==> src/rtl/shifter_pipe.sv <==
// rtl/shifter_pipe.sv - pipelined barrel shifter with valid/ready flow control on both sides
// ROTATE_EN (optional define) adds ROL/ROR on op codes 100/101; otherwise every 1xx code is illegal.
module shifter_pipe #(
  parameter  int WIDTH  = 32,
  parameter  int STAGES = 2,
  localparam int SW     = $clog2(WIDTH)
) (
  input  logic             clk,
  input  logic             rst,
  input  logic             in_valid,
  output logic             in_ready,
  input  logic [WIDTH-1:0] A,
  input  logic [SW-1:0]    shf,
  input  logic [2:0]       sigs,
  output logic             out_valid,
  input  logic             out_ready,
  output logic [WIDTH-1:0] B,
  output logic             out_zero,
  output logic             out_ill
);
  localparam int LEVELS = SW;

  localparam logic [2:0] OP_PASS = 3'b000;
  localparam logic [2:0] OP_SLL  = 3'b001;
  localparam logic [2:0] OP_SRL  = 3'b010;
  localparam logic [2:0] OP_SRA  = 3'b011;
`ifdef ROTATE_EN
  localparam logic [2:0] OP_ROL  = 3'b100;
  localparam logic [2:0] OP_ROR  = 3'b101;
`endif

  // One binary level: shift d by amt (a power of two) using the fill rule of op.
  function automatic logic [WIDTH-1:0] shift_level(input logic [WIDTH-1:0] d,
                                                   input logic [2:0]       op,
                                                   input logic             sign,
                                                   input int               amt);
    logic [WIDTH-1:0] ones;
    ones = '1;
    case (op)
      OP_SLL:  shift_level = d << amt;
      OP_SRL:  shift_level = d >> amt;
      OP_SRA:  shift_level = (d >> amt) | (sign ? ~(ones >> amt) : '0);
`ifdef ROTATE_EN
      OP_ROL:  shift_level = (d << amt) | (d >> (WIDTH - amt));
      OP_ROR:  shift_level = (d >> amt) | (d << (WIDTH - amt));
`endif
      default: shift_level = d;
    endcase
  endfunction

  // Illegal codes travel as a plain pass so B = A with the ill flag set.
  logic       ill_dec;
  logic [2:0] op_dec;
  always_comb begin
`ifdef ROTATE_EN
    ill_dec = sigs[2] & sigs[1];
`else
    ill_dec = sigs[2];
`endif
    op_dec = ill_dec ? OP_PASS : sigs;
  end

  logic [STAGES-1:0] valid_vec;
  logic [STAGES:0]   ready;

  always_comb begin
    ready         = '0;
    ready[STAGES] = out_ready;
    for (int k = STAGES - 1; k >= 0; k--) begin
      ready[k] = ~valid_vec[k] | ready[k+1];
    end
  end

  assign in_ready = ready[0] & ~rst;

  for (genvar k = 0; k < STAGES; k++) begin : g_stage
    logic             v_in;
    logic             sg_in;
    logic             il_in;
    logic [WIDTH-1:0] d_in;
    logic [WIDTH-1:0] d_out;
    logic [2:0]       o_in;
    logic [SW-1:0]    s_in;
    logic             valid_q;
    logic             ill_q;
    logic [WIDTH-1:0] data_q;

    if (k == 0) begin : g_src
      assign v_in  = in_valid;
      assign d_in  = A;
      assign o_in  = op_dec;
      assign s_in  = shf;
      assign sg_in = A[WIDTH-1];
      assign il_in = ill_dec;
    end else begin : g_src
      assign v_in  = g_stage[k-1].valid_q;
      assign d_in  = g_stage[k-1].data_q;
      assign o_in  = g_stage[k-1].g_carry.op_q;
      assign s_in  = g_stage[k-1].g_carry.shf_q;
      assign sg_in = g_stage[k-1].g_carry.sign_q;
      assign il_in = g_stage[k-1].ill_q;
    end

    // Level j is owned by stage floor(j*STAGES/LEVELS).
    always_comb begin
      d_out = d_in;
      for (int j = 0; j < LEVELS; j++) begin
        if (((j * STAGES) / LEVELS == k) && s_in[j]) begin
          d_out = shift_level(d_out, o_in, sg_in, 1 << j);
        end
      end
    end

    assign valid_vec[k] = valid_q;

    always_ff @(posedge clk) begin
      if (rst) begin
        valid_q <= 1'b0;
        data_q  <= '0;
        ill_q   <= 1'b0;
      end else if (ready[k]) begin
        valid_q <= v_in;
        data_q  <= d_out;
        ill_q   <= il_in;
      end
    end

    if (k < STAGES - 1) begin : g_carry
      logic [2:0]    op_q;
      logic [SW-1:0] shf_q;
      logic          sign_q;
      always_ff @(posedge clk) begin
        if (rst) begin
          op_q   <= '0;
          shf_q  <= '0;
          sign_q <= 1'b0;
        end else if (ready[k]) begin
          op_q   <= o_in;
          shf_q  <= s_in;
          sign_q <= sg_in;
        end
      end
    end else begin : g_last
      logic zero_q;
      always_ff @(posedge clk) begin
        if (rst) begin
          zero_q <= 1'b0;
        end else if (ready[k]) begin
          zero_q <= (d_out == '0);
        end
      end
    end
  end

  assign out_valid = g_stage[STAGES-1].valid_q;
  assign B         = g_stage[STAGES-1].data_q;
  assign out_ill   = g_stage[STAGES-1].ill_q;
  assign out_zero  = g_stage[STAGES-1].g_last.zero_q;

endmodule
==> config.mk <==
export PLATFORM = sky130hd
export DESIGN_NAME = shifter_pipe
export DESIGN_NICKNAME = d
export VERILOG_FILES = /design/src/rtl/shifter_pipe.sv
export SDC_FILE = /design/constraint.sdc
export NUM_CORES = 1
export LEC_CHECK = 0
export CORE_MARGIN = 2
export CORE_UTILIZATION = 56
export DETAILED_ROUTE_END_ITERATION = 16
export PLACE_DENSITY = 0.82
export SLEW_MARGIN = 10
export SYNTH_ARGS = -nofsm -noshare
export SYNTH_HDL_FRONTEND = slang
export SYNTH_SLANG_ARGS = --single-unit
==> constraint.sdc <==
create_clock -name clk -period 2.55 [get_ports clk]
set_input_delay 0.255 -clock clk [delete_from_list [all_inputs] [get_ports clk]]
set_output_delay 0.255 -clock clk [all_outputs]
set_load 0.005 [all_outputs]
==> results of run 1 <==
[worst max-delay path, delay by kind of cell (launching register included)]
family / cells / cell delay (ns)
compound gates: 2 / 0.28
flops: 1 / 0.40
simple gates: 5 / 1.80
[layout make-up]
type                            count  share of cell area
Multi-Input combinational cell    599               0.526
Sequential cell                    74               0.215
Clock inverter                      7              0.0120
Timing Repair Buffer              148               0.198
Tap cell                          129              0.0234
Inverter                           13             0.00707
Clock buffer                        9              0.0180
[cell families after synthesis]
logic type | synth area share
AOI/OAI and AO/OA | 0.418
and+or+nand+nor | 0.242
buffers and inverters | 0.0656
muxes | 0.00184
DFF | 0.273
[sequential cells by signal, summed over array words and instances (netlist names)]
name,count
B,32
g_stage.data_q,32
g_stage.g_carry.op_q,2
g_stage.g_carry.shf_q,2
g_stage.g_carry.sign_q,1
g_stage.ill_q,1
g_stage.valid_q,1
out_ill,1
out_valid,1
out_zero,1
[through the flow]
stage                     cell area (sq um)  utilization  worst slack, ns  hold WS, ns
after detailed placement               6650        0.713          -0.0479        0.452
after global placement                 6650        0.713          -0.0424        0.444
after CTS                              6870        0.737           0.0260        0.357
after floorplan                        5430            -            0.329        0.376
after global routing                   6900        0.740           0.0192        0.389
final                                  6900        0.740           0.0246        0.367
[power by group]
group	switching (mW)	internal (mW)
combinational	0.618	0.527
clock	0.529	0.470
sequential	0.128	1.26
total	1.28	2.26
[metal layers]
metal  wire length (um)  vias to the layer above  share of wire
li1                   -                     3081              -
met1               8200                     3143           0.39
met2               8820                      592           0.42
met3               3000                       93           0.14
met4                850                        0          0.041
met5                  0                        -              0
[what timing repair did]
| item | in CTS | in global routing |
|---|---|---|
| buffers inserted | 0 | 2 |
| endpoints found under the setup margin | 1 | 1 |
| gates cloned | 0 | 0 |
| gates resized for setup | 3 | 5 |
| pin swaps | 0 | 3 |
[layout by cell type (no fill, tap or decap), drive strengths merged, types with 5 or more instances in the layout]
master / instances
nand2: 56
a22oi: 50
buf: 70
nand2b: 14
inv: 17
a221oi: 22
o21ai: 34
nor2: 133
o211ai: 7
dfxtp: 74
a311oi: 15
nor4: 5
nand3: 11
a21oi: 49
nor3: 21
o2bb2ai: 35
and2: 7
clkbuf: 9
o22ai: 37
a211oi: 27
nor2b: 15
clkdlybuf4s50: 78
[worst paths after layout]
kind	from	end	slack, ns	cells past startpoint
min reg2reg	out_ill	out_ill	0.46	2
max reg2reg	g_stage[0].data_q[23]	out_zero	0.02	7
min	rst	B[24]	0.37	2
max	g_stage[0].data_q[23]	out_zero	0.02	7
==> reports/summary.txt, run 1 <==
Final Critical Period -> 2.53 ns
Crit Path Max Fanout -> 5
warnings from Yosys -> 0
fillcell total -> 732
Worst Path Arrival -> 2.83 ns
synthesized area per cell -> 7.11 sq um
worst endpoint required time -> 2.85 ns
Worst path slowest cell -> or4_4
Max VDD drop -> 0.354 mV
pwr/cell area -> 512 mW/mm^2
ratio of cells with drive above 1 in the final layout -> 0.122
unrepaired setup endpoints after global routing -> no
worst slew pin tran -> 0.655 ns
number of flops mapped to enable cells by yosys -> 0
port bufs -> 79
leakage -> 2.55 nW
most frequent cell after synthesis -> nor2_1
die area -> 0.0105 sq mm
DR DRC count -> 0
Worst path max stage delay -> 0.58 ns
CP Capture Type -> flop
initial core utilization -> 0.583
final setup fails -> 0
Die X -> 103 um
Rel. slew slack -> 0.559
Total Routing Usage GR -> 0.393
Post-synth top cells -> 133 x nor2_1, 74 x dfxtp_1, 63 x clkbuf_1, 56 x nand2_1, 50 x a22oi_1
n_diodes -> 0
CTS tree -> done
Primary FF master, synth -> dfxtp_1
Synth Net Count -> 808
CTS clk-pin slew, worst paths -> 0.10 ns
cts hold-fix bufs -> 0
GRT Max-Usage Layer -> met2
Final Non-Filler Cells -> 979
grt ovf -> 0
Sink Count -> 74
kind of critical path -> flop to flop
DR WL/cell -> 21.3 um
share of flip-flops with an asynchronous set or reset -> 0
I/O pins -> 80
gpl congestion -> 1.06
Synth area leader -> dfxtp_1
dpl cells -> 961
total design power -> 3.53 mW
CP startpoint kind -> flop
clock latency on the worst-skew pair -> 0.36 ns
Final Cycle Share -> 0.990
Initial DRC Count -> 1013
Area growth, synth to finish -> 27.0%
WL final -> 20900 um
global routing usage on met2 -> 0.588
multi-input logic area -> 0.00363 sq mm
register area -> 0.00149 sq mm
Die Y -> 103 um
top cells by area, synth -> dfxtp_1 27%, nor2_1 9.2%, a22oi_1 6.9%
core area -> 0.00933 sq mm
Synth cell types -> 57
outcome -> finished clean
Tightest Hold Check Type -> input pin to flop
H-tree levels -> 3
TNS Setup -> 0 ns
pin count of the biggest net entering global routing -> 48
Via density -> 7.06
first-pass iteration count of the detailed router -> 12
Longest Clk Path Bufs -> 2
first-pass GRT wire length -> 32200 um
total number of vias -> 6909
Cells after Synth -> 764
Final Hold Violating Endpoints -> 0
initial antenna violation count -> 0
number of global-route vias before repair -> 6042
Max-cap violations -> 0
Final #Nets -> 889
Yosys reg bits -> 74
Num CTS Buffers -> 9
Final Max Slew Viols -> 0
Clock Tree Root -> clkbuf_8
FP Rows -> 35
cell area after synthesis -> 0.00543 sq mm
GR Util met3 -> 0.0942
Setup Skew -> 0.0149 ns
Fmax -> 396 MHz
ANT nets after route -> 0
critical path, cell by cell -> nor3b_1, or4_4, nand4b_4, nor4_4, a31oi_1, or4_1, o21ai_1
met1 Usage GRT -> 0.555
share of the synthesized area in the top cell type -> 0.273
register area share after synthesis -> 0.273
Detailed Place HPWL -> 15600 um
Note: power is estimated with default switching activity, not from simulation.
==> run 2, diff against run 1 <==
Settings changed: CORE_UTILIZATION 56 to 55, PLACE_DENSITY 0.82 to 0.81.
==> reports/summary.txt, run 2 (synthesis results as in run 1) <==
Cell Area, Placed -> 0.00662 sq mm (was 0.00665 sq mm)
clock latency on the worst-skew pair -> 0.37 ns (was 0.36 ns)
Final #Nets -> 879 (was 889)
Rel. slew slack -> 0.461 (was 0.559)
wire length on met2 -> 9510 um (was 8820 um)
fillcell total -> 843 (was 732)
CP Capture Type -> flop (unchanged)
pin count of the biggest net entering global routing -> 48 (unchanged)
outcome -> finished clean (unchanged)
first-pass GRT wire length -> 32500 um (was 32200 um)
n_diodes -> 0 (unchanged)
routed wl met3 -> 2180 um (was 3000 um)
dpl cells -> 957 (was 961)
Area growth, synth to finish -> 26.1% (was 27.0%)
Sink Count -> 74 (unchanged)
critical path, cell by cell -> and3_1, or4_4, nand4b_4, nor4_4, a31oi_1, or4_1, o21ai_1 (was nor3b_1, or4_4, nand4b_4, nor4_4, a31oi_1, or4_1, o21ai_1)
Tightest Hold Check Type -> input pin to flop (unchanged)
gpl congestion -> 1.06 (about the same)
WL final -> 20600 um (was 20900 um)
Setup Skew -> 0.00858 ns (was 0.0149 ns)
Worst Path Arrival -> 2.71 ns (was 2.83 ns)
DR DRC count -> 0 (unchanged)
critical path buffer and inverter count -> 0 (unchanged)
port bufs -> 79 (unchanged)
most common cell after layout, fill and taps aside -> nor2_1 (unchanged)
Final Max Slew Viols -> 0 (unchanged)
FP Rows -> 36 (was 35)
I/O pins -> 80 (unchanged)
initial antenna violation count -> 0 (unchanged)
Detailed Place HPWL -> 15800 um (was 15600 um)
number of global-route vias before repair -> 6102 (was 6042)
Worst path max stage delay -> 0.55 ns (was 0.58 ns)
Longest Clk Path Bufs -> 2 (unchanged)
grt ovf -> 0 (unchanged)
pwr/cell area -> 523 mW/mm^2 (was 512 mW/mm^2)
H-tree levels -> 3 (unchanged)
Total Routing Usage GR -> 0.393 (about the same)
CTS tree -> done (unchanged)
TNS Setup -> 0 ns (unchanged)
worst endpoint required time -> 2.85 ns (about the same)
top layer in use -> met4 (unchanged)
Final Critical Period -> 2.41 ns (was 2.53 ns)
Via density -> 6.88 (was 7.06)
Final WS setup -> 0.141 ns (was 0.0246 ns)
Worst path slowest cell -> or4_4 (unchanged)
met1 wire length -> 8100 um (was 8200 um)
WHS -> 0.410 ns (was 0.367 ns)
first-pass iteration count of the detailed router -> 7 (was 12)
CP delay by family, top -> simple AND/OR/NAND/NOR gates (unchanged)
core area -> 0.00968 sq mm (was 0.00933 sq mm)
final setup fails -> 0 (unchanged)
Final Cycle Share -> 0.945 (was 0.990)
initial core utilization -> 0.561 (was 0.583)
Setup WS pre-CTS -> 0.0316 ns (was -0.0479 ns)
Clock Tree Root -> clkbuf_8 (unchanged)
Fmax -> 415 MHz (was 396 MHz)
Max VDD drop -> 0.411 mV (was 0.354 mV)
Num CTS Buffers -> 9 (unchanged)
Crit Path Max Fanout -> 6 (was 5)
total number of vias -> 6693 (was 6909)
ratio of cells with drive above 1 in the final layout -> 0.107 (was 0.122)
Initial DRC Count -> 995 (was 1013)
die area -> 0.0107 sq mm (was 0.0105 sq mm)
Final Cell Area -> 0.00685 sq mm (was 0.00690 sq mm)
Die X -> 103 um (about the same)
Setup Buffers After CTS -> 0 (unchanged)
kind of critical path -> flop to flop (unchanged)
Final Hold Violating Endpoints -> 0 (unchanged)
unrepaired setup endpoints after global routing -> no (unchanged)
Max-cap violations -> 0 (unchanged)
Final Non-Filler Cells -> 973 (was 979)
Die Y -> 103 um (about the same)
commonest cells after routing, fill and taps aside -> 133 x nor2_1, 78 x clkdlybuf4s50_1, 72 x dfxtp_1 (unchanged)
ANT nets after route -> 0 (unchanged)
DR WL/cell -> 21.1 um (was 21.3 um)
worst slew pin tran -> 0.800 ns (was 0.655 ns)
CP startpoint kind -> flop (unchanged)
leakage -> 2.52 nW (was 2.55 nW)
CTS clk-pin slew, worst paths -> 0.08 ns (was 0.10 ns)
-- run 2: cell types whose count changed in the layout (fill, tap and decap cells not counted), moves of 2 or more --
cell	previous run	this run
and2_1	5	7
and2_2	2	0
buf_12	5	7
buf_4	64	52
clkinvlp_4	2	0
-- run 2: per-layer routing --
metal | track usage | up-vias
met1 | 0.500 | 3069
met2 | 0.629 | 492
met5 | 0 | -
met4 | 0.177 | 0
li1 | - | 3061
met3 | 0.0961 | 71
-- run 2: layout make-up --
cell class | count | area, sq um | area share
multi-input combinational | 599 | 3610 | 0.526
tap | 133 | 166 | 0.0243
sequential | 74 | 1480 | 0.217
clock inverter | 6 | 95.1 | 0.0139
clock buffer | 10 | 138 | 0.0201
timing repair buffer | 138 | 1320 | 0.192
inverter | 13 | 48.8 | 0.00712
-- run 2: stage by stage --
stage	util	power [mW]
after CTS	0.707	3.56
after detailed placement	0.683	2.49
after floorplan	-	1.99
after global placement	0.683	2.47
final	0.708	3.59
after global routing	0.708	3.73
-- run 2: worst paths after layout --
kind | start | endpoint | slack, ns | cells past startpoint
max reg2reg | g_stage[0].g_carry.shf_q[3] | out_zero | 0.14 | 7
min | rst | g_stage[0].g_carry.op_q[0] | 0.41 | 2
min reg2reg | out_ill | out_ill | 0.46 | 2
max | g_stage[0].g_carry.shf_q[3] | out_zero | 0.14 | 7
-- run 2: worst register-to-register path, cell delays in order (launching register included) --
cell,delay [ns]
dfxtp_1,0.38
and3_1,0.21
or4_4,0.55
nand4b_4,0.20
nor4_4,0.22
a31oi_1,0.12
or4_1,0.54
o21ai_1,0.12
-- run 2: what timing repair did --
item / in CTS / in global routing
resized for setup: 0 / 2
setup endpoints to repair: 0 / 2
hold buffers: 0 / 0
-- run 2: where the power goes --
group | internal, mW | total (mW) | leakage (nW) | switching [mW]
Clock | 0.590 | 1.08 | 0.118 | 0.489
Sequential | 1.26 | 1.38 | 0.613 | 0.119
Combinational | 0.516 | 1.13 | 1.79 | 0.612
Total | 2.37 | 3.59 | 2.52 | 1.22
